File: config.mk
export PLATFORM = sky130hd
export DESIGN_NAME = id_ex_hazard_ctrl_flat
export DESIGN_NICKNAME = d
export VERILOG_FILES = /design/src/rtl/id_ex_hazard_ctrl_pkg.sv /design/src/rtl/id_ex_hazard_ctrl_if.sv /design/src/rtl/hazard_stat_ctr.sv /design/src/rtl/id_ex_hazard_ctrl.sv /design/src/flat_wrapper.sv
export SDC_FILE = /design/constraint.sdc
export NUM_CORES = 1
export LEC_CHECK = 0
export BUFFER_PORTS_ARGS = -buffer_cell sky130_fd_sc_hd__buf_2
export CAP_MARGIN = 20
export CORE_AREA = 4 4 41 43
export DETAILED_ROUTE_END_ITERATION = 8
export DIE_AREA = 0 0 45 47
export PLACE_DENSITY = 0.53
export SETUP_SLACK_MARGIN = 0.5
export SYNTH_ARGS = -nofsm -noshare
export SYNTH_HDL_FRONTEND = slang
export SYNTH_SLANG_ARGS = --single-unit
File: constraint.sdc
create_clock -name Clk -period 3.3 [get_ports Clk]
set_clock_uncertainty 0.05 [all_clocks]
set_input_delay 0.165 -clock Clk [delete_from_list [all_inputs] [get_ports Clk]]
set_output_delay 0.165 -clock Clk [all_outputs]
set_load 0.01 [all_outputs]
File: src/rtl/id_ex_hazard_ctrl_pkg.sv
// Shared types and constants for the ID/EX hazard controller.
// State encoding, register index width and the zero register.
package id_ex_hazard_ctrl_pkg;

  localparam int REG_W = 5;
  localparam logic [REG_W-1:0] ZERO_REG = '0;

  typedef enum logic [1:0] {
    RUN   = 2'd0,
    STALL = 2'd1,
    FLUSH = 2'd2
  } hz_state_e;

endpackage

File: src/rtl/id_ex_hazard_ctrl_if.sv
// Hazard controller bus: ID/EX hazard inputs and pipeline write controls.
// StallCount/FlushCount exist only when HAZARD_STATS_EN is defined.
interface id_ex_hazard_ctrl_if;
  import id_ex_hazard_ctrl_pkg::*;

  logic [REG_W-1:0] ID_Rs;
  logic [REG_W-1:0] ID_Rt;
  logic             ID_UsesRt;
  logic             EX_MemRead;
  logic             EX_RegWrite;
  logic [REG_W-1:0] EX_WriteReg;
  logic             EX_jump;
  logic             EX_BranchTaken;
  logic             PCWrite;
  logic             IFIDWrite;
  logic             IFIDFlush;
  logic             IDEXBubble;
  logic             Stalled;
`ifdef HAZARD_STATS_EN
  logic [31:0]      StallCount;
  logic [31:0]      FlushCount;
`endif

  modport master (
`ifdef HAZARD_STATS_EN
    input  StallCount, FlushCount,
`endif
    output ID_Rs, ID_Rt, ID_UsesRt,
    output EX_MemRead, EX_RegWrite, EX_WriteReg,
    output EX_jump, EX_BranchTaken,
    input  PCWrite, IFIDWrite, IFIDFlush,
    input  IDEXBubble, Stalled
  );

  modport slave (
`ifdef HAZARD_STATS_EN
    output StallCount, FlushCount,
`endif
    input  ID_Rs, ID_Rt, ID_UsesRt,
    input  EX_MemRead, EX_RegWrite, EX_WriteReg,
    input  EX_jump, EX_BranchTaken,
    output PCWrite, IFIDWrite, IFIDFlush,
    output IDEXBubble, Stalled
  );

endinterface

File: src/rtl/hazard_stat_ctr.sv
// 32-bit wrapping event counter with enable and sync active-low clear.
// Used for hazard statistics under HAZARD_STATS_EN.
module hazard_stat_ctr (
  input  logic        Clk,
  input  logic        Reset,
  input  logic        en,
  output logic [31:0] count
);

  always_ff @(posedge Clk) begin
    if (!Reset)
      count <= '0;
    else if (en)
      count <= count + 32'd1;
  end

endmodule

File: src/rtl/id_ex_hazard_ctrl.sv
// Load-use stall / redirect flush controller for the ID/EX register.
// Optional statistics counters enabled by HAZARD_STATS_EN.
module id_ex_hazard_ctrl
  import id_ex_hazard_ctrl_pkg::*;
#(
  parameter int STALL_CYCLES = 1,
  parameter int FLUSH_CYCLES = 1
) (
  input  logic               Clk,
  input  logic               Reset,
  id_ex_hazard_ctrl_if.slave bus
);

  localparam logic [2:0] S_INIT = 3'(STALL_CYCLES - 2);
  localparam logic [2:0] F_INIT = 3'(FLUSH_CYCLES - 2);

  hz_state_e  state;
  logic [2:0] cnt;

  logic rs_hit;
  logic rt_hit;
  logic hazard;
  logic redirect;
  logic do_flush;
  logic do_stall;

  assign rs_hit = bus.EX_WriteReg == bus.ID_Rs;
  assign rt_hit = bus.ID_UsesRt
                & (bus.EX_WriteReg == bus.ID_Rt);

  assign hazard = bus.EX_MemRead
                & bus.EX_RegWrite
                & (bus.EX_WriteReg != ZERO_REG)
                & (rs_hit | rt_hit);

  assign redirect = bus.EX_jump | bus.EX_BranchTaken;

  // Redirect wins; a pending FLUSH masks any hazard.
  always_comb begin
    do_flush = redirect | (state == FLUSH);
    do_stall = !do_flush
             & ((state == STALL) | hazard);
  end

  always_comb begin
    bus.PCWrite    = !(Reset & do_stall);
    bus.IFIDWrite  = !(Reset & do_stall);
    bus.IFIDFlush  = Reset & do_flush;
    bus.IDEXBubble = Reset & (do_flush | do_stall);
    bus.Stalled    = Reset & do_stall;
  end

  always_ff @(posedge Clk) begin
    if (!Reset) begin
      state <= RUN;
      cnt   <= '0;
    end else if (state != FLUSH && redirect) begin
      if (FLUSH_CYCLES > 1) begin
        state <= FLUSH;
        cnt   <= F_INIT;
      end else begin
        state <= RUN;
      end
    end else begin
      case (state)
        STALL, FLUSH: begin
          if (cnt == 3'd0)
            state <= RUN;
          else
            cnt <= cnt - 3'd1;
        end
        default: begin
          if (hazard && STALL_CYCLES > 1) begin
            state <= STALL;
            cnt   <= S_INIT;
          end
        end
      endcase
    end
  end

`ifdef HAZARD_STATS_EN
  hazard_stat_ctr u_stall_ctr (
    .Clk   (Clk),
    .Reset (Reset),
    .en    (bus.Stalled),
    .count (bus.StallCount)
  );

  hazard_stat_ctr u_flush_ctr (
    .Clk   (Clk),
    .Reset (Reset),
    .en    (bus.IFIDFlush),
    .count (bus.FlushCount)
  );
`endif

endmodule

File: src/flat_wrapper.sv
// flat-port wrapper written by rule: the top's interface ports become plain ports
module id_ex_hazard_ctrl_flat import id_ex_hazard_ctrl_pkg::*;
#(
  parameter int STALL_CYCLES = 1,
  parameter int FLUSH_CYCLES = 1
)
  (Clk, Reset, bus_ID_Rs, bus_ID_Rt, bus_ID_UsesRt, bus_EX_MemRead, bus_EX_RegWrite, bus_EX_WriteReg, bus_EX_jump, bus_EX_BranchTaken, bus_PCWrite, bus_IFIDWrite, bus_IFIDFlush, bus_IDEXBubble, bus_Stalled);
  id_ex_hazard_ctrl_if bus_i ();
  input  logic Clk;
  input  logic Reset;
  input wire logic [$bits(bus_i.ID_Rs)-1:0] bus_ID_Rs;
  input wire logic [$bits(bus_i.ID_Rt)-1:0] bus_ID_Rt;
  input wire logic [$bits(bus_i.ID_UsesRt)-1:0] bus_ID_UsesRt;
  input wire logic [$bits(bus_i.EX_MemRead)-1:0] bus_EX_MemRead;
  input wire logic [$bits(bus_i.EX_RegWrite)-1:0] bus_EX_RegWrite;
  input wire logic [$bits(bus_i.EX_WriteReg)-1:0] bus_EX_WriteReg;
  input wire logic [$bits(bus_i.EX_jump)-1:0] bus_EX_jump;
  input wire logic [$bits(bus_i.EX_BranchTaken)-1:0] bus_EX_BranchTaken;
  output wire logic [$bits(bus_i.PCWrite)-1:0] bus_PCWrite;
  output wire logic [$bits(bus_i.IFIDWrite)-1:0] bus_IFIDWrite;
  output wire logic [$bits(bus_i.IFIDFlush)-1:0] bus_IFIDFlush;
  output wire logic [$bits(bus_i.IDEXBubble)-1:0] bus_IDEXBubble;
  output wire logic [$bits(bus_i.Stalled)-1:0] bus_Stalled;
  assign bus_i.ID_Rs = bus_ID_Rs;
  assign bus_i.ID_Rt = bus_ID_Rt;
  assign bus_i.ID_UsesRt = bus_ID_UsesRt;
  assign bus_i.EX_MemRead = bus_EX_MemRead;
  assign bus_i.EX_RegWrite = bus_EX_RegWrite;
  assign bus_i.EX_WriteReg = bus_EX_WriteReg;
  assign bus_i.EX_jump = bus_EX_jump;
  assign bus_i.EX_BranchTaken = bus_EX_BranchTaken;
  assign bus_PCWrite = bus_i.PCWrite;
  assign bus_IFIDWrite = bus_i.IFIDWrite;
  assign bus_IFIDFlush = bus_i.IFIDFlush;
  assign bus_IDEXBubble = bus_i.IDEXBubble;
  assign bus_Stalled = bus_i.Stalled;
  id_ex_hazard_ctrl #(.STALL_CYCLES(STALL_CYCLES), .FLUSH_CYCLES(FLUSH_CYCLES)) u_core (.Clk(Clk), .Reset(Reset), .bus(bus_i));
endmodule
# Word level (Yosys, flattened, before mapping)
# Cells that the tools add are included.
[totals] n_memories=0 register_bits=0 mem_bits_rw=0 in_bits=22 latch_bits=0 romBits=0 elab_cells=16
[classes] n_div=0 order_cmp=0 n_bitwise=11 n_shift=0 mux=0 addsub=0 reduce_logical=3 eq_ne=2 n_mul=0
[ops] cell="$eq 5x5->1" count=2
[ops] cell="$and 1x1->1" count=8
[ops] cell="$reduce_bool 5->1" count=1
[ops] cell="$or 1x1->1" count=3
[ops] cell="$logic_not 1->1" count=2

# Depth between registers and ports, before layout
# Gate-level depths: netlist of the first run.
[logic_depth] word_depth=7 ltp_mapped=5

# Worst setup path after synthesis of the first run
# No wires, ideal clock.
[synth_timing] path_type="input -> output" startpoint="in bus_EX_WriteReg[4]" endpoint="out bus_PCWrite" arrival_time_ns=1.440 path_buffers=1 path_slack_ns=1.645 required_time_ns=3.085 cell_stages=5 cell_sequence="xor2_1 > nor4_2 > a32oi_1 > or4_1 > buf_4"
[synth_between] elab_chain_cells=7 word_cells_on_any_way=10
[synth_lines] element="from (decl)" line="flat_wrapper.sv:16" text="input wire logic [$bits(bus_i.EX_WriteReg)-1:0] bus_EX_WriteReg;"
[synth_lines] element="$eq 5x5->1" line="id_ex_hazard_ctrl.sv:29" text="& (bus.EX_WriteReg == bus.ID_Rt);"
[synth_lines] element="$and 1x1->1" line="id_ex_hazard_ctrl.sv:29"
[synth_lines] element="$or 1x1->1" line="id_ex_hazard_ctrl.sv:34" text="& (rs_hit | rt_hit);"
[synth_lines] element="$and 1x1->1 (*)" line="id_ex_hazard_ctrl.sv:34"
[synth_lines] element="$and 1x1->1 (*)" line="id_ex_hazard_ctrl.sv:42" text="& ((state == STALL) | hazard);"
[synth_lines] element="$and 1x1->1 (*)"
[synth_lines] element="$logic_not 1->1 (*)"
[synth_lines] element="to (decl)" line="flat_wrapper.sv:19" text="output wire logic [$bits(bus_i.PCWrite)-1:0] bus_PCWrite;"
# Every way passes the cells marked *; elsewhere a longest branch is shown, timed or not.

# Worst setup path after layout of the first run
[layout_timing] startpoint="in bus_EX_WriteReg[4]" endpoint="out bus_PCWrite"
[layout_between] elab_chain_cells=7 word_cells_on_any_way=10
[layout_lines] element="$eq 5x5->1" line="id_ex_hazard_ctrl.sv:29"
[layout_lines] element="$and 1x1->1" line="id_ex_hazard_ctrl.sv:29"
[layout_lines] element="$or 1x1->1" line="id_ex_hazard_ctrl.sv:34"
[layout_lines] element="$and 1x1->1 (*)" line="id_ex_hazard_ctrl.sv:34"
[layout_lines] element="$and 1x1->1 (*)" line="id_ex_hazard_ctrl.sv:42"
[layout_lines] element="$and 1x1->1 (*)" line="id_ex_hazard_ctrl.sv:46" text="bus.PCWrite = !(Reset & do_stall);"
[layout_lines] element="$logic_not 1->1 (*)" line="id_ex_hazard_ctrl.sv:46"
# Marked as above.

==> results.ini, run 1 <==
[run_status]
status=finished clean

[sta]
slew_viol_final=0
post-route-period-util_pct=52.70
min_period_ns=1.739
finalSetupViolCount=0
finalSetupTns_ns=0
maxSlewHeadroom_pct=82.50
tightest_slew_ns=0.2622
final-hold-violation-count=0
fmax_mhz=575.0
rsz0062_at_grt=no
setup_ws_ns=1.561

[cts]
cts_setup_buffers=0
cts_hold_buf=0
cts_resized=0

[grt]
grt_overflow=0
grt_pass1_wl_um=821
antenna_found_initial=0
grt_pass1_vias=214
grt_max_degree=4
grt_usage_pct=5.035

[detailed_routing]
drtPass1Iterations=2
final_antenna_net_count=0
via_count=237
drc_errors=0
wl_per_cell_um=9.721
viasPerCell=3.885
first_iter_violations=3
wirelength_um=593

[worst_setup_path]
worstSetupPathType=primary input to output pin
cp-end-kind=output pin
cp_max_fo=3
critPathLaunchType=primary input
worstPathArrival_ns=1.52
required_ns=3.08

[layout]
drive_gt1_share_pct=60.87
fin_util_pct=24.04
nFlopsAndLatches=0
n_clock_buffer=0
register_area_um2=0
fin_area_um2=312.8
finish.net_count=70
final_cell_mix=buf_2 (26), xor2_1 (9)
area_growth_pct=82.48
layout_commonest_cell=buf_2
antenna_cells=0

[power]
pwr_density_cell_mw_per_mm2=105.9
max-vdd-ir-drop_mv=0.03660
leakage_nw=0.1526
p_total_uw=33.12

[flow_run]
max_cap_violations=0

[worst_hold_path]
min_path_type=primary input to output pin

[die]
die_area_mm2=0.002115
rows=13
die_w_um=45
io_pins=27
initial_core_util_pct=13.17
die_h_um=47
fp.coreArea_mm2=0.001301

[logic_synthesis]
synth_cell_type_count=13
yosysSeqAreaShare_pct=0
syn_inst=21
yosys-top-cells-area=xor2_1 (46%), nor4_2 (7.3%), a32oi_1 (5.1%)
yosys_warnings=0
syn-num-nets=43
synth.avg_cell_area_um2=8.163
synth_top_area_cell=xor2_1
synthesis.area_um2=171.4
yosysTopAreaCellShare_pct=45.99

[place]
pre_cts_slack_ns=1.550
port_buffers=26
place_congestion=0.6000
placed_cell_area_um2=312.8

## power by group
| part | switching, mW | internal (mW) |
|---|---|---|
| combinational | 0.0152 | 0.0180 |
| clock | 0 | 0 |
| sequential | 0 | 0 |
| total | 0.0152 | 0.0180 |
## area by class of cell
| class | instances | area (µm²) |
|---|---|---|
| well taps | 15 | 18.77 |
| fillers | 166 | 988.4 |
| multi-input cells | 20 | 163.9 |
| repair buffers | 26 | 130.1 |
## path summary, 6_finish.rpt
kind / from / to / slack, ns / cells past startpoint
worst min-delay path: bus_EX_BranchTaken / bus_Stalled / 0.55 / 3
worst max-delay path: bus_EX_WriteReg[4] / bus_PCWrite / 1.56 / 6
## cell families (layout without fill, tap and decap cells)
family | after synthesis | count (layout) | synth area share, %
AOI/OAI and AO/OA | 4 | 4 | 18.98
xor gates and xnor gates | 10 | 10 | 51.10
buffers and inverters | 1 | 26 | 4.381
and+or+nand+nor | 6 | 6 | 25.55
## cells in the mapped netlist
cell and number:
xor2_1 9, a32oi_1 1, buf_4 1, nor2_1 1
nor3_1 1, nor4_1 1, nor4_2 1, o2111ai_1 1
o21a_1 1, o21bai_1 1, or4_1 1, or4_2 1
xnor2_1 1
## critical path, cell delays in order
cell and delay (ns):
buf_2 0.12, xor2_1 0.16, nor4_2 0.25, a32oi_1 0.16
or4_1 0.50, buf_2 0.16
## per-layer routing
layer | part of all wire (%) | global-route usage [%]
met1 | 37 | 6.742
met2 | 45 | 8.757
met3 | 18 | 1.149
met4 | 0 | 0
met5 | 0 | 0
## per-stage QoR
stage | std cells | hold slack [ns]
3_5_place_dp | 61 | 0.5581
3_3_place_gp | 61 | 0.5523
6_report | 61 | 0.5518
2_1_floorplan | 21 | 0.3329
5_1_grt | 61 | 0.5747
4_1_cts | 61 | 0.5587
Power figures use the tool's default switching activity.
==> run 2, diff against run 1 <==
- ABC_AREA: unset -> 1
- PLACE_DENSITY: 0.53 -> 0.61
- clock period: 3.3 -> 1.64 ns (I/O delays scaled with it)
==> run 2 against run 1 <==
Against the previous run:
- routed wire length increased by 22%
- final area grew 33%
- sequential share of layout area unchanged
- first-iteration DRC count down 67%
- area after synthesis up 59%
- largest power group unchanged
==> results.ini, run 2 <==
[run_status]
status=finished clean

[detailed_routing]
viasPerCell=3.825  ; -1.5%
final_antenna_net_count=0  ; unchanged
wirelength_um=722  ; +22%
drtPass1Iterations=4  ; +2
first_iter_violations=1  ; -2
drc_errors=0  ; unchanged
via_count=394  ; +66%
wl_per_cell_um=7.010  ; -28%

[logic_synthesis]
synthesis.area_um2=272.8  ; +59%
synth_top_area_cell=nand2_1
yosysTopAreaCellShare_pct=38.53  ; -7.5 points
synth_cell_type_count=12  ; -1
yosys-top-cells-area=nand2_1 (39%), inv_1 (18%), nor2_1 (8.3%)
yosys_warnings=0  ; unchanged
syn_inst=63  ; +200%
synth.most_common_cell=nand2_1
synth.avg_cell_area_um2=4.330  ; -47%
synth_common_cells=nand2_1 (28), inv_1 (13), nor2_1 (6)
yosysSeqAreaShare_pct=0  ; unchanged
syn-num-nets=85  ; +98%

[worst_setup_path]
critical_path.slowest_cell=buf_2
path_delay_family=simple AND/OR/NAND/NOR gates
max_stage_delay_ns=0.12  ; -0.38 ns
cp_cell_sequence=buf_2 -> inv_2 -> nand2_1 -> nand2_1 -> nor2_2 -> nand3_2 -> nand2_2 -> nand2_2 -> nor2_2 -> buf_2
cp-end-kind=output pin
worst-path-buf-inv=3  ; +1
required_ns=1.51  ; -1.57 ns
cp_max_fo=3  ; unchanged
worstSetupPathType=primary input to output pin
critPathLaunchType=primary input
worstPathArrival_ns=0.85  ; -0.67 ns

[power]
intPower_uw=39.32  ; +120%
clkPwrFrac_pct=0  ; unchanged
p_comb_share_pct=100.0  ; about the same
p_seq_share_pct=0  ; unchanged
switching_share_pct=52.97  ; +7.2 points
max-vdd-ir-drop_mv=0.07037  ; +92%
pwr_density_cell_mw_per_mm2=200.6  ; +89%
power_switching_uw=44.28  ; +190%
leakage_nw=0.3014  ; +97%

[worst_hold_path]
min_path_type=primary input to output pin

[place]
hpwlAfterDp_um=698.4
dp.cells=103  ; +69%
port_buffers=26  ; unchanged
place_congestion=0.6964  ; +16%

[layout]
finish.net_count=112  ; +60%
antenna_cells=0  ; unchanged
n_clock_buffer=0  ; unchanged
nFlopsAndLatches=0  ; unchanged
final.fill_count=162  ; -2.4%
instances_no_fill=103  ; +69%
area_growth_pct=52.75
register_area_um2=0  ; unchanged
drive_gt1_share_pct=42.05  ; -19 points
final_cell_mix=nand2_1 (28), buf_2 (26), inv_1 (13)
layout_commonest_cell=nand2_1
multiInputGateArea_um2=202.7  ; +24%

[grt]
grt_overflow=0  ; unchanged
grt_pass1_wl_um=1124  ; +37%
grt_pass1_vias=303  ; +42%
grt_usage_pct=6.530  ; +1.5 points
grt_max_degree=6  ; +2
antenna_found_initial=0  ; unchanged

[die]
rows=13  ; unchanged
die_w_um=45  ; unchanged
die_h_um=47  ; unchanged
die_area_mm2=0.002115  ; unchanged
io_pins=27  ; unchanged
initial_core_util_pct=20.96  ; +7.8 points
fp.coreArea_mm2=0.001301  ; unchanged

[sta]
finalSetupViolCount=0  ; unchanged
post-route-period-util_pct=60.08
fmax_mhz=1015
finalSetupTns_ns=0  ; unchanged
maxSlewHeadroom_pct=91.50  ; +9.0 points
slew_viol_final=0  ; unchanged
final-hold-violation-count=0  ; unchanged
tightest_slew_ns=0.1267  ; -0.1356 ns
rsz0062_at_grt=no
min_period_ns=0.9853

[cts]
cts_hold_buf=0  ; unchanged

[flow_run]
max_cap_violations=0  ; unchanged

[run 2: power by group through the flow]
stage          sequential [mW]  combinational (mW)  clock, mW
2_1_floorplan                0              0.0444          0
3_5_place_dp                 0              0.0838          0
4_1_cts                      0              0.0841          0
5_1_grt                      0              0.0982          0
6_report                     0              0.0836          0
3_3_place_gp                 0              0.0826          0
[run 2: cells by family (layout without fill, tap and decap cells)]
group,Yosys count,count (layout),synth area share (%)
and+or+nand+nor,44,44,70.18
xor gates and xnor gates,1,1,3.212
buffers and inverters,18,43,26.61
[run 2: cell type report]
type | instances | area share [%]
multi-input cells | 45 | 48.65
inverters | 17 | 15.62
well taps | 15 | 4.505
repair buffers | 26 | 31.23
[run 2: worst paths after layout]
path                               start            end  slack [ns]  depth (start not counted)
worst max-delay path  bus_EX_WriteReg[3]    bus_Stalled        0.65                         10
worst min-delay path               Reset  bus_IFIDFlush        0.42                          4
[run 2: routing by layer]
metal | wire [µm] | vias up | global-route usage, % | part of all wire, %
li1 | - | 231 | - | -
met1 | 294 | 152 | 8.764 | 41
met2 | 373 | 11 | 12.15 | 52
met3 | 53 | 0 | 0.3831 | 7.3
met4 | 0 | 0 | 0 | 0
met5 | 0 | - | 0 | 0
[run 2: tightest hold or removal path, delay by kind of cell]
family	cells	cell delay (ns)
simple gates	1	0.06
buf+inv	3	0.25
[run 2: repair_timing]
item,in CTS,in global routing
setup endpoints to repair,0,1
buffers inserted,0,0
gates resized for setup,0,1
[run 2: metrics by stage]
step	cell area, µm²	hold WS (ns)	util (%)	power, mW	setup WS, ns
after floorplan	272.8	0.2331	-	0.04439	0.7494
after global placement	414.1	0.4253	31.83	0.08265	0.6540
after detailed placement	414.1	0.4261	31.83	0.08383	0.6364
after CTS	414.1	0.4261	31.83	0.08408	0.6348
after global routing	416.7	0.4563	32.02	0.09819	0.5154
final	416.7	0.4197	32.02	0.08360	0.6547
